===== config.mk =====
export PLATFORM = sky130hd
export DESIGN_NAME = bus_transfer_arbiter
export DESIGN_NICKNAME = d
export VERILOG_FILES = /design/src/rtl/bus_transfer_arbiter.sv
export SDC_FILE = /design/constraint.sdc
export NUM_CORES = 1
export LEC_CHECK = 0
export ABC_AREA = 1
export BUFFER_PORTS_ARGS = -buffer_cell sky130_fd_sc_hd__buf_2
export CAP_MARGIN = 40
export CORE_MARGIN = 2
export CORE_UTILIZATION = 47
export CTS_CLUSTER_SIZE = 14
export DETAILED_ROUTE_END_ITERATION = 10
export PLACE_DENSITY_LB_ADDON = 0.15
export SYNTH_ARGS = -nofsm -noshare
export SYNTH_HDL_FRONTEND = slang
export SYNTH_SLANG_ARGS = --single-unit
export TNS_END_PERCENT = 30

===== constraint.sdc =====
create_clock -name clk -period 2 [get_ports clk]
set_clock_uncertainty 0.1 [all_clocks]
set_input_delay 0.4 -clock clk [delete_from_list [all_inputs] [get_ports clk]]
set_output_delay 0.4 -clock clk [all_outputs]
set_load 0.01 [all_outputs]

===== src/rtl/bus_transfer_arbiter.sv =====
//------------------------------------------------------------------------------
// Module  : bus_transfer_arbiter
// Purpose : Round-robin sequencer for the shared internal tristate bus; inserts
//           a dead cycle between drivers and pulses done on completion.
// Rev     : 1.0  initial release
//------------------------------------------------------------------------------
`default_nettype none

module bus_transfer_arbiter #(
  parameter int NREQ  = 4,
  parameter int NSINK = 4
) (
  input  logic                   clk,
  input  logic                   reset,
  input  logic [NREQ-1:0]        req,
  input  logic [NREQ*NSINK-1:0]  dst,
  output logic [NREQ-1:0]        drive_en,
  output logic [NSINK-1:0]       load_en,
  output logic [NREQ-1:0]        done,
  output logic                   busy
);

  localparam int GW = (NREQ > 1) ? $clog2(NREQ) : 1;

  typedef enum logic [1:0] {
    S_IDLE  = 2'd0,
    S_GAP   = 2'd1,
    S_DRIVE = 2'd2,
    S_HOLD  = 2'd3
  } state_t;

  state_t            state_q, state_d;
  logic [GW-1:0]     grant_q, grant_d;
  logic [GW-1:0]     last_q,  last_d;
  logic [NSINK-1:0]  dmask_q, dmask_d;

  logic [NREQ-1:0]   drive_en_q, drive_en_d;
  logic [NSINK-1:0]  load_en_q,  load_en_d;
  logic [NREQ-1:0]   done_q,     done_d;
  logic              busy_q,     busy_d;

  logic [NREQ-1:0]   arb_req;
  logic [GW-1:0]     cand;
  logic [GW-1:0]     win_idx;
  logic              win_vld;
  logic [NREQ-1:0]   grant_oh_d;

  // In HOLD the current grantee still shows req high; it must not win again.
  always_comb begin
    arb_req = req;
    if (state_q == S_HOLD) begin
      arb_req = req & ~(NREQ'(1) << grant_q);
    end
  end

  // Search starts just after the last grantee and wraps; first set bit wins.
  always_comb begin
    win_vld = 1'b0;
    win_idx = '0;
    cand    = '0;
    for (int k = 1; k <= NREQ; k++) begin
      cand = GW'((int'(last_q) + k) % NREQ);
      if (!win_vld && arb_req[cand]) begin
        win_vld = 1'b1;
        win_idx = cand;
      end
    end
  end

  always_comb begin
    state_d = state_q;
    grant_d = grant_q;
    last_d  = last_q;
    dmask_d = dmask_q;
    case (state_q)
      S_IDLE, S_HOLD: begin
        if (win_vld) begin
          state_d = S_GAP;
          grant_d = win_idx;
          last_d  = win_idx;
          dmask_d = dst[int'(win_idx)*NSINK +: NSINK];
        end else begin
          state_d = S_IDLE;
        end
      end
      S_GAP:   state_d = S_DRIVE;
      S_DRIVE: state_d = S_HOLD;
      default: state_d = S_IDLE;
    endcase
  end

  // Outputs are decoded from next state so they are registered alongside it.
  always_comb begin
    grant_oh_d = NREQ'(1) << grant_d;
    drive_en_d = '0;
    load_en_d  = '0;
    done_d     = '0;
    busy_d     = (state_d != S_IDLE);
    case (state_d)
      S_DRIVE: begin
        drive_en_d = grant_oh_d;
        load_en_d  = dmask_d;
      end
      S_HOLD: begin
        drive_en_d = grant_oh_d;
        done_d     = grant_oh_d;
      end
      default: ;
    endcase
  end

  always_ff @(posedge clk or negedge reset) begin
    if (!reset) begin
      state_q    <= S_IDLE;
      grant_q    <= '0;
      last_q     <= GW'(NREQ - 1);
      dmask_q    <= '0;
      drive_en_q <= '0;
      load_en_q  <= '0;
      done_q     <= '0;
      busy_q     <= 1'b0;
    end else begin
      state_q    <= state_d;
      grant_q    <= grant_d;
      last_q     <= last_d;
      dmask_q    <= dmask_d;
      drive_en_q <= drive_en_d;
      load_en_q  <= load_en_d;
      done_q     <= done_d;
      busy_q     <= busy_d;
    end
  end

  assign drive_en = drive_en_q;
  assign load_en  = load_en_q;
  assign done     = done_q;
  assign busy     = busy_q;

endmodule

`default_nettype wire


==> flow_summary.yaml <==
status:
  status: "complete, but fails checks"
  violations: "negative setup slack"
logic_synthesis:
  synth_top_cells_by_count: "nand2_1, nand3_1, dfrtp_1"
  ys_async_sr_fraction_pct: 100
  yosys.area.top_type_share_pct: 39.2
  netlist_instances: 153
  yosysUniqueCellTypes: 27
  yosys_warnings: 0
  synth.avg_cell_area_sq_um: 8.77
  yosysMostFrequentCell: "nand2_1"
  synth_seq_cells: 23
  ys.flop_type: "dfrtp_1"
  seq_area_frac_synth_pct: 43.1
  synth_edf_count: 0
  synthesis.area_sq_um: 1340
  yosysTopAreaCell: "dfrtp_1"
  ys_top_cells_by_area: "dfrtp_1, nand3_1, nand2_1, dfstp_2, inv_1"
  synth_nets: 178
placed_design:
  place.gp.congestion: 0.957
  dp_hpwl_mm: 2.34
  numPortBuffers: 34
  dp.cells: 234
job:
  maxCapViolCount: 0
route:
  viasPerCell: 5.03
  top_layer_used: "met4"
  wirelength_mm: 3.25
  m1WireLength_mm: 1.35
  wl_per_cell_microns: 13.3
  routed-wl-met2_mm: 1.74
  drt_first_pass_iters: 5
  drc: 0
  drtIter0Drc: 61
  met3_length_microns: 107
  drtAntennaViolNets: 0
  num_vias: 1233
floorplanning:
  start_util_pct: 49.1
  core-area_sq_um: 2730
  fp.dieH_microns: 57.4
  fp.dieW_microns: 57.4
  rows: 19
  io-pin-count: 35
  dieArea_sq_um: 3300
min_path:
  hold_path_class: "input pin to flip-flop"
  hold_path_end: "dmask_q[0]"
  worstHoldPathCells: 5
  hp-start: "dst[8]"
worst_setup_path:
  r2r-start: "last_q[0]"
  critical_path_arrival_ps: 2330
  r2r_end: "done[2]"
  path_class: "flip-flop to flip-flop"
  worst_setup_path_start_kind: "flip-flop"
  cp_max_fo: 7
  worst-endpoint-required_ps: 2130
  reg2reg_depth: 12
  rrSetupSlack_ps: -200
  crit_path_end_kind: "flip-flop"
sta:
  max-slew-margin-rel_pct: 68.1
  setup_viol: 16
  maxSlewViolCount: 0
  hold_viol: 0
  min_period_ps: 2200
  fin_ws_ps: -200
  holdWs_ps: 344
  fmax_mhz: 455
  finalCritPeriodShare_pct: 110
  setup_tns_ps: -2110
  worstMarginPinSlew_ps: 478
  rsz0062_at_grt: "yes"
finish:
  area_growth_pct: 42.6
  nNetsFinal: 240
  diodes: 0
  drive_gt1_share_pct: 52.8
  stdcell_count: 245
  utilization_pct: 70.0
  multi_input_area_sq_um: 788
  n_fill_cell: 214
  register_area_sq_um: 578
cts:
  h-tree-depth: 1
  cts_inserted_buffers: 3
  root_buffer: "clkbuf_4"
  clock_path_buffers: 2
  worstSkewPairLatency_ps: 320
  cts_tree: "done"
  clk_pin_slew_ps: 130
  clock_sink_count: 23
global_route:
  gr-total-overflow: 0
  grt_pass1_wl_mm: 5.42
  grt_max_degree: 24
  grt_pass1_vias: 1273
  grt_usage_pct: 20.8
  antenna_found_initial: 0
## placed cells by master, fill, tap and decap left out, drive strengths merged
cell and n:
o21ai 7, buf 57, xnor2 1, clkbuf 3, clkinvlp 1, inv 19
ha 3, nor3 2, clkinv 1, dfrtp 21, xor2 1, dlygate4sd3 1
nor2 13, nand2 38, or2 4, a21oi 1, nand4 4, nand3 35
dfstp 2
## logic make-up (layout without fill, tap and decap cells)
kind of cell / after synthesis / in the layout / share of synthesized area [%]
compound gates: 8 / 8 / 5.50
xor+xnor: 2 / 2 / 3.27
fa+ha+maj: 3 / 3 / 2.80
buf+inv: 22 / 82 / 7.74
flops: 23 / 23 / 43.1
simple gates: 95 / 96 / 37.6
## repair_timing
action | in CTS | in global routing
endpoints found under the setup margin | 16 | 20
gates resized for setup | 20 | 11
hold endpoints to repair | 21 | 0
gates cloned | 1 | 0
pin swaps | 7 | 2
setup buffers | 3 | 2
hold buffers | 1 | 0
## registers in the layout, summed over array words and instances (netlist names)
register / count
dmask_q: 4
grant_q: 2
busy: 1
load_en: 4
done: 4
last_q: 2
state_q: 2
drive_en: 4
## stage by stage
| stage | cell area, sq um | worst slack, ps |
|---|---|---|
| 2_1_floorplan | 1360 | -24.5 |
| 3_3_place_gp | 1710 | -140 |
| 3_5_place_dp | 1710 | -189 |
| 4_1_cts | 1860 | -180 |
| 5_1_grt | 1910 | -326 |
| 6_report | 1910 | -200 |
## cell type report
type                       count  share of cell area, %
sequential                    23                   30.2
inverter                      20                   4.84
clock inverter                 1                  0.392
timing repair buffer          58                   20.1
clock buffer                   3                   1.18
multi-input combinational    109                   41.2
tap                           31                   2.03
## worst max path at each step
| stage | from | endpoint | slack (ps) | cells past startpoint |
|---|---|---|---|---|
| after CTS | last_q[0] | done[2] | -180 | 11 |
| after global routing | last_q[0] | drive_en[1] | -330 | 12 |
| after floorplan | last_q[0] | drive_en[2] | -20 | 12 |
| after global placement | last_q[0] | done[2] | -140 | 11 |
| final | last_q[0] | done[2] | -200 | 12 |
| after detailed placement | state_q[0] | done[2] | -190 | 12 |
## worst max-delay path: stages (launching register included)
cell      delay (ps)
dfstp_2          580
buf_12           150
inv_8             50
nand3_4           80
nand2_4           70
o21ai_4          230
nand4_4          160
clkinv_4         120
nor2_8            50
buf_6            130
o21ai_4          190
or2_1            150
nor2_1            40
## routing by layer
layer | global-route usage, % | vias up
met2 | 36.5 | 27
met3 | 2.72 | 8
met4 | 7.64 | 0
met1 | 26.1 | 579
met5 | 0 | -
li1 | - | 619
Power is not shown: default switching activity piles up to over one toggle a cycle in this logic, so the estimate is an artifact.
